File: config.mk
export PLATFORM = sky130hd
export DESIGN_NAME = force_deposit_reg_bank
export DESIGN_NICKNAME = d
export VERILOG_FILES = /design/src/rtl/force_deposit_pkg.sv /design/src/rtl/force_deposit_reg_bank_fifo.sv /design/src/rtl/force_deposit_reg_bank.sv
export SDC_FILE = /design/constraint.sdc
export NUM_CORES = 1
export LEC_CHECK = 0
export CELL_PAD_IN_SITES_DETAIL_PLACEMENT = 0
export CELL_PAD_IN_SITES_GLOBAL_PLACEMENT = 1
export CORE_MARGIN = 2
export CORE_UTILIZATION = 44
export DETAILED_ROUTE_END_ITERATION = 8
export PLACE_DENSITY = 0.79
export SLEW_MARGIN = 20
export SYNTH_ARGS = -nofsm -noshare
export SYNTH_HDL_FRONTEND = slang
export SYNTH_SLANG_ARGS = --single-unit
File: constraint.sdc
create_clock -name clk -period 2.3 [get_ports clk]
set_input_delay 0.46 -clock clk [delete_from_list [all_inputs] [get_ports clk]]
set_output_delay 0.46 -clock clk [all_outputs]
set_load 0.01 [all_outputs]
File: src/rtl/force_deposit_pkg.sv
// Shared types for the override register bank: command opcodes and the queued command record.
// Struct field widths follow the bank's default geometry.
package force_deposit_pkg;

  localparam int unsigned OvrNumRegs = 4;
  localparam int unsigned OvrDw      = 4;
  localparam int unsigned OvrAw      = $clog2(OvrNumRegs);

  typedef enum logic [2:0] {
    NOP      = 3'd0,
    DEPOSIT  = 3'd1,
    ASSIGN   = 3'd2,
    DEASSIGN = 3'd3,
    FORCE    = 3'd4,
    RELEASE  = 3'd5
  } ovr_op_e;

  typedef struct packed {
    ovr_op_e            op;
    logic [OvrAw-1:0]   addr;
    logic [OvrDw-1:0]   data;
  } ovr_cmd_t;

endpackage

File: src/rtl/force_deposit_reg_bank_fifo.sv
// Synchronous command FIFO; a push is accepted while full if a pop happens in the same cycle.
module ovr_cmd_fifo
  import force_deposit_pkg::*;
#(
  parameter int unsigned Depth = 4
) (
  input  logic     clk_i,
  input  logic     rst_ni,
  input  logic     push_i,
  input  ovr_cmd_t data_i,
  input  logic     pop_i,
  output ovr_cmd_t data_o,
  output logic     full_o,
  output logic     empty_o
);

  localparam int unsigned PtrW = $clog2(Depth);

  ovr_cmd_t        mem_q [Depth];
  logic [PtrW:0]   wr_ptr_q, wr_ptr_d;
  logic [PtrW:0]   rd_ptr_q, rd_ptr_d;
  logic            do_push, do_pop;

  // Extra pointer bit distinguishes full from empty when the indices match.
  assign empty_o = (wr_ptr_q == rd_ptr_q);
  assign full_o  = (wr_ptr_q[PtrW] != rd_ptr_q[PtrW]) &&
                   (wr_ptr_q[PtrW-1:0] == rd_ptr_q[PtrW-1:0]);
  assign do_pop  = pop_i && !empty_o;
  assign do_push = push_i && (!full_o || do_pop);
  assign data_o  = mem_q[rd_ptr_q[PtrW-1:0]];

  always_comb begin
    wr_ptr_d = wr_ptr_q;
    rd_ptr_d = rd_ptr_q;
    if (do_push) wr_ptr_d = wr_ptr_q + 1'b1;
    if (do_pop)  rd_ptr_d = rd_ptr_q + 1'b1;
  end

  always_ff @(posedge clk_i or negedge rst_ni) begin
    if (!rst_ni) begin
      wr_ptr_q <= '0;
      rd_ptr_q <= '0;
    end else begin
      wr_ptr_q <= wr_ptr_d;
      rd_ptr_q <= rd_ptr_d;
    end
  end

  always_ff @(posedge clk_i) begin
    if (do_push) mem_q[wr_ptr_q[PtrW-1:0]] <= data_i;
  end

endmodule

File: src/rtl/force_deposit_reg_bank.sv
// Register bank applying queued deposit/assign/force commands on top of a functional write port.
// Reads return the effective value with precedence force > assign > stored.
module force_deposit_reg_bank
  import force_deposit_pkg::*;
#(
  parameter int unsigned NUM_REGS   = OvrNumRegs,
  parameter int unsigned DW         = OvrDw,
  parameter int unsigned FIFO_DEPTH = 4,
  parameter int unsigned AW         = $clog2(NUM_REGS)
) (
  input  logic                clk,
  input  logic                rst_n,
  input  logic                func_we,
  input  logic [AW-1:0]       func_addr,
  input  logic [DW-1:0]       func_wdata,
  input  logic                cmd_valid,
  output logic                cmd_ready,
  input  logic [2:0]          cmd_op,
  input  logic [AW-1:0]       cmd_addr,
  input  logic [DW-1:0]       cmd_data,
  input  logic [AW-1:0]       rd_addr,
  output logic [DW-1:0]       rd_data,
  output logic [NUM_REGS-1:0] forced_mask,
  output logic [NUM_REGS-1:0] assigned_mask,
  output logic                cmd_err,
  output logic                busy
);

  ovr_cmd_t push_cmd, head_cmd;
  logic     fifo_full, fifo_empty, push, pop;

  assign push_cmd  = '{op: ovr_op_e'(cmd_op), addr: cmd_addr, data: cmd_data};
  assign cmd_ready = !fifo_full;
  assign push      = cmd_valid && cmd_ready;
  assign pop       = !fifo_empty;
  assign busy      = !fifo_empty;

  ovr_cmd_fifo #(
    .Depth (FIFO_DEPTH)
  ) u_fifo (
    .clk_i   (clk),
    .rst_ni  (rst_n),
    .push_i  (push),
    .data_i  (push_cmd),
    .pop_i   (pop),
    .data_o  (head_cmd),
    .full_o  (fifo_full),
    .empty_o (fifo_empty)
  );

  logic [DW-1:0]       stored_q  [NUM_REGS];
  logic [DW-1:0]       stored_d  [NUM_REGS];
  logic [DW-1:0]       asg_val_q [NUM_REGS];
  logic [DW-1:0]       asg_val_d [NUM_REGS];
  logic [DW-1:0]       frc_val_q [NUM_REGS];
  logic [DW-1:0]       frc_val_d [NUM_REGS];
  logic [NUM_REGS-1:0] asg_on_q, asg_on_d;
  logic [NUM_REGS-1:0] frc_on_q, frc_on_d;
  logic [DW-1:0]       rd_data_q, rd_data_d;
  logic                cmd_err_q, cmd_err_d;
  logic                head_err;

  always_comb begin
    head_err = 1'b0;
    if (32'(head_cmd.addr) >= NUM_REGS) begin
      head_err = 1'b1;
    end else begin
      case (head_cmd.op)
        NOP, DEPOSIT, ASSIGN, FORCE: head_err = 1'b0;
        DEASSIGN:                    head_err = !asg_on_q[head_cmd.addr];
        RELEASE:                     head_err = !frc_on_q[head_cmd.addr];
        default:                     head_err = 1'b1;
      endcase
    end
  end

  always_comb begin
    stored_d  = stored_q;
    asg_val_d = asg_val_q;
    frc_val_d = frc_val_q;
    asg_on_d  = asg_on_q;
    frc_on_d  = frc_on_q;

    if (func_we && (32'(func_addr) < NUM_REGS) && !asg_on_q[func_addr]) begin
      stored_d[func_addr] = func_wdata;
    end

    // Applied after the functional write so a same-address command wins.
    if (pop && !head_err) begin
      case (head_cmd.op)
        DEPOSIT: stored_d[head_cmd.addr] = head_cmd.data;
        ASSIGN: begin
          asg_val_d[head_cmd.addr] = head_cmd.data;
          asg_on_d[head_cmd.addr]  = 1'b1;
        end
        DEASSIGN: begin
          stored_d[head_cmd.addr] = asg_val_q[head_cmd.addr];
          asg_on_d[head_cmd.addr] = 1'b0;
        end
        FORCE: begin
          frc_val_d[head_cmd.addr] = head_cmd.data;
          frc_on_d[head_cmd.addr]  = 1'b1;
        end
        RELEASE: begin
          frc_on_d[head_cmd.addr] = 1'b0;
          if (!asg_on_q[head_cmd.addr]) stored_d[head_cmd.addr] = frc_val_q[head_cmd.addr];
        end
        default: ;
      endcase
    end

    cmd_err_d = pop && head_err;

    rd_data_d = '0;
    if (32'(rd_addr) < NUM_REGS) begin
      if (frc_on_q[rd_addr])      rd_data_d = frc_val_q[rd_addr];
      else if (asg_on_q[rd_addr]) rd_data_d = asg_val_q[rd_addr];
      else                        rd_data_d = stored_q[rd_addr];
    end
  end

  always_ff @(posedge clk or negedge rst_n) begin
    if (!rst_n) begin
      for (int unsigned i = 0; i < NUM_REGS; i++) begin
        stored_q[i]  <= '0;
        asg_val_q[i] <= '0;
        frc_val_q[i] <= '0;
      end
      asg_on_q  <= '0;
      frc_on_q  <= '0;
      rd_data_q <= '0;
      cmd_err_q <= 1'b0;
    end else begin
      stored_q  <= stored_d;
      asg_val_q <= asg_val_d;
      frc_val_q <= frc_val_d;
      asg_on_q  <= asg_on_d;
      frc_on_q  <= frc_on_d;
      rd_data_q <= rd_data_d;
      cmd_err_q <= cmd_err_d;
    end
  end

  assign rd_data       = rd_data_q;
  assign cmd_err       = cmd_err_q;
  assign forced_mask   = frc_on_q;
  assign assigned_mask = asg_on_q;

endmodule
# After elaboration in Yosys (flattened, before gate mapping)
# Memory sizes are Yosys's and may differ from the RTL's.
# Cells that the tools add are included.
[totals]
output_inout_bits = 15
inputBits = 21
latchBits = 0
ff_bits = 67
ramBits = 36
wordCells = 118
mem_bits_ro = 0
memories = 1
[mem_list]
columns = ["memory", "words", "width", "read_ports", "rd_clocked_by_memory_dff", "wr", "line", "rtl"]
rows = [
  ["u_fifo.mem_q", 4, 9, 1, 0, 1, "force_deposit_reg_bank_fifo.sv:19", "ovr_cmd_t mem_q [Depth];"],
]
[classes]
n_reduce_logical = 24
shifts = 0
n_addsub = 2
n_div = 0
mux = 48
n_eq_ne = 8
multipliers = 0
bitwise = 8
order_cmp = 9
[ops]
columns = ["cell", "count"]
rows = [
  ["$bwmux 16", 6],
  ["$mux 4", 14],
  ["$mux 16", 3],
  ["$pmux 16 s3", 1],
  ["$bmux 4 s2", 5],
  ["$demux 4 s2", 2],
  ["$pmux 4 s2", 2],
  ["$bmux 1 s2", 5],
  ["$ge 3x3->1 const B", 3],
  ["$logic_and 1x1->1", 9],
  ["$lt 2x3->1 const B", 3],
  ["$not 2->3", 3],
  ["$and 4x4->4", 2],
  ["$mux 1", 8],
  ["$or 4x4->4", 2],
  ["$reduce_and 2->1", 4],
  ["$add 3x1->3 const B", 2],
  ["$eq 3x2->1 const B", 2],
  ["$eq 3x3->1 const B", 2],
  ["$logic_not 1->1", 6],
  ["$lt 3x1->1 const B", 2],
  ["$not 4->4", 1],
  ["$reduce_bool 2->1", 2],
  ["$reduce_or 4->1", 1],
  ["other kinds (9)", 9],
]

# Depth between registers and ports, before layout
# Gate-level depths: netlist (run 1).
[logic_depth]
word_depth = 11
depth_mapped = 10
ltp_nobuf = 6

# Cells and area by module
# Synthesis (run 1) repeated with hierarchy kept, for this count alone.
[unflattened]
cells_unflattened = 416
area_unflattened_um2 = 5307.6
[by_module_without_submodules]
columns = ["module", "cells_each", "seq_area_each_um2", "instances", "area_per_inst_um2"]
rows = [
  ["force_deposit_reg_bank", 323, 1526.5, 1, 3567.2],
  ["ovr_cmd_fifo", 93, 1231.2, 1, 1740.4],
]

# Least setup slack after synthesis (run 1)
# OpenSTA, ideal clock, no wires.
[synth_path]
path_type = "register to register"
startpoint = "register u_fifo.rd_ptr_q[0]"
endpoint = "register frc_val_q[12] (netlist bit)"
t_required_ns = 2.175
setup_ns = 0.125
path_stages_with_launch = 8
synth_period_minus_slack_ns = 2.297
setup_slack_ns = 0.003
t_arrival_ns = 2.172
path_buffers = 3
path_cell_list = "dfrtp_1 buf_6 mux4_2 buf_4 or2_2 clkbuf_1 nor2_1 mux2_2"
[synth_via]
elab_chain_cells = 8
word_cells_on_any_way = 27
cone_classes = "order compare (2); eq/ne (6); mux (8); bitwise (1); reduce/logical (9); memory (1)"
[synth_rtl]
columns = ["item", "line", "rtl"]
rows = [
  ["from (decl)", "force_deposit_reg_bank_fifo.sv:21", "logic [PtrW:0] rd_ptr_q, rd_ptr_d;"],
  ["from (signal assigned)", "force_deposit_reg_bank_fifo.sv:45", "rd_ptr_q <= rd_ptr_d;"],
  ["$mem_v2 4x9", "-", ""],
  ["$bmux 1 s2, on equally long branches", "force_deposit_reg_bank.sv:71, force_deposit_reg_bank.sv:70", ""],
  ["$mux 1, on equally long branches", "force_deposit_reg_bank.sv:71, force_deposit_reg_bank.sv:70", ""],
  ["$logic_not 1->1, on equally long branches", "-", ""],
  ["$pmux 1 s3", "force_deposit_reg_bank.sv:68", "case (head_cmd.op)"],
  ["$logic_not 1->1", "force_deposit_reg_bank.sv:89", "if (pop && !head_err) begin"],
  ["$logic_and 1x1->1", "force_deposit_reg_bank.sv:89", ""],
  ["$reduce_and 2->1 (no line)", "-", ""],
  ["to (signal assigned)", "force_deposit_reg_bank.sv:136", "frc_val_q <= frc_val_d;"],
  ["to (decl)", "force_deposit_reg_bank.sv:55", "logic [DW-1:0] frc_val_q [NUM_REGS];"],
]
# Parallel ways exist; a longest one is shown, timed or not. The select of a mux whose other input is x is not followed.
# A chain may end at the register's enable or synchronous reset.

==> reports/qor.csv, run 1 <==
stage,metric,value,unit
timing,rsz0062_at_grt,true,
clock_tree,htree_levels,3,
floorplanning,die_area,13600,um2
placement,port_buffers,35,
yosys,synthCells,436,
yosys,synth-main-ff-cell,dfrtp_1,
routing,drt_first_pass_iters,5,
placement,gp_congestion,0.959,
placement,place_inst,695,
timing,tightest_slew,0.402,ns
routing,wl_per_cell,22.0,um
layout,design_area,7550,um2
yosys,avgSynthCellArea,12.8,um2
placement,dpl.hpwl,11600,um
yosys,synthArstFlopShare,0.650,
worst_setup_path,crit_path_start,u_fifo.rd_ptr_q[0],
routing,detail-route-antenna-nets,0,
layout,instances_no_fill,733,
layout,finish.net_count,582,
worst_setup_path,slowest_delay,0.65,ns
timing,setup_tns,-2.88,ns
power_and_ir_drop,p_leak,3.03,nW
yosys,synth_edf_count,36,
yosys,yosys-top-cells-area,"dfrtp_1 30%, edfxtp_1 19%, mux4_2 10%, mux2_2 7.7%, mux2i_1 5.6%",
yosys,synthesis.nets,462,
global_route,grt_pass1_vias,4433,
clock_tree,cts_buffers,9,
power_and_ir_drop,peakVddDrop,746,uV
layout,nFillCells,1028,
worst_setup_path,crit_type,reg -> reg,
worst_setup_path,cp_cell_sequence,"mux4_2, mux2i_2, a22oi_2, a32oi_4, buf_4, buf_6, and2_0, a211oi_2",
timing,fin_crit,2.51,ns
global_route,grt_pass1_wl,24500,um
clock_tree,clkTransAtPathRegs,0.08,ns
layout,syn_to_final_growth,35.1,%
timing,hold_violations,0,
routing,dr_wl_met3,818,um
power_and_ir_drop,power_per_cell_area,1670,nW/um2
yosys,synth_common_cells,"67 x dfrtp_1, 38 x mux2_2, 36 x edfxtp_1, 36 x nand2_1, 31 x mux2i_1",
layout,drive_gt1_frac,0.439,
job,cap_violations,0,
routing,drc,0,
worst_hold_path,hp-class,in -> async,
global_route,grt_overflow,0,
clock_tree,cts_tree,done,
floorplanning,start_util,0.446,
floorplanning,core,12500,um2
placement,dpl_worst_slack,-0.261,ns
worst_setup_path,endpoint_kind,flip-flop,
power_and_ir_drop,power,12.6,mW
clock_tree,clock_latency,0.37,ns
global_route,antenna_found_initial,0,
yosys,ys_ff_latch,103,
worst_setup_path,slowest_stage,mux4_2,
placement,dpl_cell_area,6600,um2
timing,timing.final.ws_setup,-0.213,ns
yosys,yosysTopAreaCellShare,0.300,
worst_setup_path,crit_fanout,6,
worst_setup_path,rr_startpoint,u_fifo.rd_ptr_q[0],
yosys,syn_area,5590,um2
worst_setup_path,start_kind,flip-flop,
routing,dr_wl_met2,8090,um
worst_setup_path,cpLargestDelayFamily,multiplexers,
global_route,grt_usage,0.247,
timing,setup_viol_count_final,33,
routing,wirelength,16100,um
floorplanning,die_w,117,um
routing,num_vias,4287,
timing,relSlewSlack,0.731,
timing,min_period_over_period,1.09,
worst_setup_path,arrival,2.78,ns
routing,top_layer,met4,
worst_setup_path,cp_num_buf_inv,2,
worst_setup_path,ff2ff_setup_slack,-0.21,ns
yosys,synth_area_leader_cell,dfrtp_1,
floorplanning,die_h,117,um
worst_setup_path,critPathRequiredTime,2.57,ns
status,status,finished with violations,
timing,clock_skew,0.0110,ns
clock_tree,holdBufCountCts,0,
routing,vias_per_cell,5.85,
clock_tree,cts_sinks,103,
timing,drv_slew,0,
status,violations,setup timing,
timing,fmax,0.398,GHz
floorplanning,num_rows,41,
yosys,synth.most_common_cell,dfrtp_1,
yosys,yosys_warnings,0,
clock_tree,cts_root_buf,clkbuf_16,
yosys,ys_seq_area_frac,0.494,
floorplanning,io_pins,36,
global_route,grt_start_max_net_pins,68,
routing,drt_iter0_drc,287,
yosys,synth_cell_types,56,
clock_tree,clockBufferDepth,2,
routing,wl_met1,6380,um
layout,antenna_cells,0,
==> cells in the final DEF (no fill, tap or decap), types with 6 or more instances in the layout <==
master / n
nor3_1: 6
nor2_1: 13
edfxtp_1: 36
mux2i_1: 28
dfrtp_1: 67
nand2b_1: 11
clkbuf_16: 9
buf_6: 19
mux2_2: 25
o21ai_1: 7
nand2_1: 32
o21ai_0: 16
mux4_2: 26
a21o_1: 6
mux2_4: 13
clkdlybuf4s50_1: 32
a21oi_1: 6
buf_4: 73
==> area by class of cell <==
class	instances	area, um2	share of cell area
multi-input combinational	305	3050	0.404
clock buffer	9	225	0.0298
sequential	103	2760	0.365
tap	172	215	0.0285
clock inverter	7	86.3	0.0114
inverter	5	22.5	0.00298
timing repair buffer	132	1190	0.158
==> repair_timing <==
action                     4_1_cts  5_1_grt
pin swaps                       12       13
buffers inserted                10       12
setup endpoints to repair       55       58
gates resized for setup         59       61
gates cloned                     1        0
==> registers in the layout, indices dropped and copies added (netlist names), named ones only <==
| name | flops |
|---|---|
| u_fifo.mem_q | 36 |
| frc_val_q | 16 |
| stored_q | 16 |
| rd_data | 4 |
| asg_val_q | 16 |
| u_fifo.wr_ptr_q | 3 |
| u_fifo.rd_ptr_q | 3 |
| cmd_err | 1 |
==> final timing paths <==
path / endpoint / depth (start not counted)
setup / recovery: stored_q[10] / 8
hold / removal: stored_q[11] / 2
setup reg to reg: stored_q[10] / 8
hold reg to reg: u_fifo.wr_ptr_q[2] / 1
max in group asynchronous: u_fifo.wr_ptr_q[0] / 2
min in group clk: u_fifo.wr_ptr_q[2] / 1
==> stage by stage <==
stage | util | hold slack (ns)
after floorplan | - | 0.164
after global placement | 0.527 | 0.478
after detailed placement | 0.527 | 0.481
after CTS | 0.576 | 0.117
after global routing | 0.603 | 0.134
final | 0.603 | 0.0916
==> where the power goes <==
part / internal, mW / switching, mW
Clock: 0.793 / 0.799
Combinational: 3.86 / 3.89
Sequential: 2.60 / 0.691
==> metal layers <==
metal	vias up	global-route usage
met1	2152	0.298
met5	-	0
met2	153	0.416
li1	1922	-
met4	0	0.126
met3	60	0.0586
==> logic make-up (layout without fill, tap and decap cells) <==
logic type / after synthesis / after routing / synth area share
AO/OA/AOI/OAI: 90 / 90 / 0.116
AND/OR/NAND/NOR: 107 / 107 / 0.0983
adder cells (fa/ha/maj): 5 / 5 / 0.0112
XOR/XNOR: 7 / 7 / 0.0110
buffers and inverters: 28 / 153 / 0.0302
multiplexers: 96 / 96 / 0.239
flip-flops: 103 / 103 / 0.494
No activity file was read; power rests on OpenSTA's default activity.
==> inputs of run 2 (changes only) <==
--- a/config.mk
+++ b/config.mk
@@ -5,11 +5,13 @@
 export SDC_FILE = /design/constraint.sdc
 export NUM_CORES = 1
 export LEC_CHECK = 0
+export ABC_AREA = 1
 export CELL_PAD_IN_SITES_DETAIL_PLACEMENT = 0
 export CELL_PAD_IN_SITES_GLOBAL_PLACEMENT = 1
 export CORE_MARGIN = 2
-export CORE_UTILIZATION = 44
+export CORE_UTILIZATION = 40
 export DETAILED_ROUTE_END_ITERATION = 8
+export MAX_ROUTING_LAYER = met4
 export PLACE_DENSITY = 0.79
 export SLEW_MARGIN = 20
 export SYNTH_ARGS = -nofsm -noshare
==> run 2 against run 1 <==
Non-clock buffer count down 29. Wire length grew 21%. Die area increased by 29%. Largest power group unchanged. Clock skew is essentially flat. Critical path depth fell by 4. Design area up 4.5%. Synthesized cell count is 110% higher. Flip-flop and latch count is the same. The flow finishes with violations (DRC). Utilization is 11 points lower. Synthesized area grew 18%.
==> reports/qor.csv, run 2 <==
stage,metric,value,unit,change
routing,wirelength,19400,um,was 16100 um
yosys,synthCells,900,,was 436
placement,port_buffers,35,,unchanged
yosys,synth_cell_types,37,,was 56
status,status,finished with violations,,unchanged
placement,dpl_worst_slack,-0.0372,ns,was -0.261 ns
yosys,syn_area,6610,um2,was 5590 um2
layout,finish.net_count,1002,,was 582
worst_setup_path,cp_cell_sequence,"buf_8, xnor2_2, nand3_2, clkdlybuf4s50_1",,"was mux4_2, mux2i_2, a22oi_2, a32oi_4, buf_4, buf_6, and2_0, a211oi_2"
yosys,synth.most_common_cell,nand2_1,,was dfrtp_1
power_and_ir_drop,peakVddDrop,685,uV,was 746 uV
worst_setup_path,crit_fanout,6,,unchanged
clock_tree,clockBufferDepth,2,,unchanged
floorplanning,die_h,133,um,was 117 um
worst_setup_path,crit_type,reg -> out,,was reg -> reg
global_route,grt_pass1_wl,30800,um,was 24500 um
timing,setup_tns,0,ns,was -2.88 ns
yosys,yosys_warnings,0,,unchanged
routing,num_vias,6145,,was 4287
clock_tree,cts_tree,done,,unchanged
layout,design_area,7890,um2,was 7550 um2
layout,instances_no_fill,1197,,was 733
worst_setup_path,cp_num_buf_inv,2,,unchanged
layout,antenna_cells,0,,unchanged
yosys,synth_edf_count,36,,unchanged
clock_tree,clock_latency,0.36,ns,was 0.37 ns
floorplanning,die_area,17600,um2,was 13600 um2
global_route,antenna_found_initial,0,,unchanged
routing,dr_wl_met2,8820,um,was 8090 um
floorplanning,die_w,133,um,was 117 um
timing,fmax,0.452,GHz,was 0.398 GHz
floorplanning,start_util,0.413,,was 0.446
placement,place_inst,1172,,was 695
yosys,yosysTopAreaCellShare,0.254,,was 0.300
global_route,grt_usage,0.234,,was 0.247
clock_tree,cts_root_buf,clkbuf_16,,unchanged
clock_tree,htree_levels,3,,unchanged
layout,seq_area,2760,um2,about the same
routing,drt_first_pass_iters,9,,was 5
layout,syn_to_final_growth,19.4,%,was 35.1%
global_route,grt_overflow,0,,unchanged
layout,multi_input_comb_area,3280,um2,was 3050 um2
yosys,synthesis.nets,926,,was 462
power_and_ir_drop,power,13.6,mW,was 12.6 mW
routing,detail-route-antenna-nets,0,,unchanged
power_and_ir_drop,p_leak,3.86,nW,was 3.03 nW
layout,layout_commonest_cell,nand2_1,,was buf_4
timing,relSlewSlack,0.636,,was 0.731
placement,dpl.hpwl,14800,um,was 11600 um
placement,gp_congestion,0.853,,was 0.959
worst_setup_path,critPathRequiredTime,1.84,ns,was 2.57 ns
yosys,synth-main-ff-cell,dfrtp_1,,unchanged
clock_tree,cts_buffers,9,,unchanged
worst_setup_path,reg2regPathDepth,14,,was 8
worst_setup_path,endpoint_kind,output pin,,was flip-flop
timing,setup_viol_count_final,0,,was 33
worst_hold_path,hp-class,in -> async,,unchanged
timing,clock_skew,0.0111,ns,was 0.0110 ns
yosys,avgSynthCellArea,7.34,um2,was 12.8 um2
routing,vias_per_cell,5.13,,was 5.85
routing,drt_iter0_drc,474,,was 287
clock_tree,cts_sinks,103,,unchanged
floorplanning,io_pins,36,,unchanged
job,cap_violations,0,,unchanged
global_route,grt_start_max_net_pins,40,,was 68
routing,top_layer,met4,,unchanged
status,violations,DRC,,was setup timing
placement,dpl_cell_area,7480,um2,was 6600 um2
timing,hold_violations,0,,unchanged
yosys,ys_ff_latch,103,,unchanged
worst_setup_path,slowest_stage,clkdlybuf4s50_1,,was mux4_2
timing,min_period_over_period,0.962,,was 1.09
layout,fin_util,0.493,,was 0.603
worst_setup_path,slowest_delay,0.55,ns,was 0.65 ns
routing,wl_per_cell,16.2,um,was 22.0 um
timing,timing.final.ws_setup,0.0864,ns,was -0.213 ns
worst_setup_path,start_kind,flip-flop,,unchanged
layout,nFillCells,1650,,was 1028
layout,layout_common_cells,"343 x nand2_1, 72 x inv_1, 66 x dfrtp_1, 65 x nand3_1",,"was 73 x buf_4, 67 x dfrtp_1, 36 x edfxtp_1, 32 x nand2_1, 32 x clkdlybuf4s50_1"
worst_setup_path,cpLargestDelayFamily,buffers and inverters,,was multiplexers
routing,wl_met1,9330,um,was 6380 um
global_route,grt_pass1_vias,5524,,was 4433
floorplanning,core,16000,um2,was 12500 um2
timing,drv_slew,0,,unchanged
timing,hold-worst-slack,0.0781,ns,was 0.0916 ns
layout,largest_register_ffs,36,,unchanged
routing,drc,2,,was 0
power_and_ir_drop,power_per_cell_area,1730,nW/um2,was 1670 nW/um2
timing,tightest_slew,0.547,ns,was 0.402 ns
clock_tree,clkTransAtPathRegs,0.08,ns,about the same
yosys,yosys-top-cells-area,"dfrtp_1 25%, nand2_1 20%, edfxtp_1 16%, nand4_1 5.8%, nand3_1 4.9%",,"was dfrtp_1 30%, edfxtp_1 19%, mux4_2 10%, mux2_2 7.7%, mux2i_1 5.6%"
worst_setup_path,arrival,1.75,ns,was 2.78 ns
yosys,synth_common_cells,"344 x nand2_1, 73 x inv_1, 67 x dfrtp_1",,"was 67 x dfrtp_1, 38 x mux2_2, 36 x edfxtp_1, 36 x nand2_1, 31 x mux2i_1"
yosys,synthArstFlopShare,0.650,,unchanged
worst_setup_path,crit_cells,4,,was 8
yosys,ys_seq_area_frac,0.417,,was 0.494
yosys,synth_area_leader_cell,dfrtp_1,,unchanged
timing,fin_crit,2.21,ns,was 2.51 ns
routing,dr_wl_met3,906,um,was 818 um
layout,drive_gt1_frac,0.146,,was 0.439
floorplanning,num_rows,46,,was 41
-- run 2: path summary, 6_finish.rpt --
check                      slack (ns)               start            end
max reg2reg                      0.13  u_fifo.rd_ptr_q[0]      flip-flop
min reg2reg                      0.47       frc_val_q[13]  frc_val_q[13]
min                              0.08               rst_n  frc_val_q[12]
max in group asynchronous        1.66               rst_n   stored_q[14]
max                              0.09  u_fifo.rd_ptr_q[0]           busy
min in group clk                 0.47       frc_val_q[13]  frc_val_q[13]
-- run 2: timing repair --
item	4_1_cts	5_1_grt
hold buffers	0	0
setup endpoints to repair	6	42
resized for setup	4	13
pin swaps	0	4
cloned	0	1
setup buffers	0	8
-- run 2: kinds of logic (layout without fill, tap and decap cells) --
group | after synthesis | count (layout) | share of synthesized area
simple gates | 557 | 558 | 0.394
buf+inv | 130 | 210 | 0.0918
flops | 103 | 103 | 0.417
compound gates | 95 | 95 | 0.0738
xor+xnor | 7 | 7 | 0.00928
fa+ha+maj | 5 | 5 | 0.00947
mux | 3 | 3 | 0.00454
-- run 2: layer usage --
metal	up-vias	GRT usage
li1	3110	-
met1	2857	0.336
met2	154	0.349
met3	24	0.0226
met4	0	0.0747
met5	-	-
-- run 2: layout make-up --
type	instances	share of cell area
inverters	91	0.0463
clock inverters	6	0.00634
multi-input cells	668	0.416
repair buffers	103	0.118
clock buffers	10	0.0290
flip-flops and latches	103	0.350
well taps	216	0.0342
-- run 2: where the power goes --
part	internal [mW]	total (mW)	switching, mW
logic	3.11	9.02	5.91
registers	2.65	3.12	0.473
clock network	0.751	1.49	0.739
total	6.51	13.6	7.12
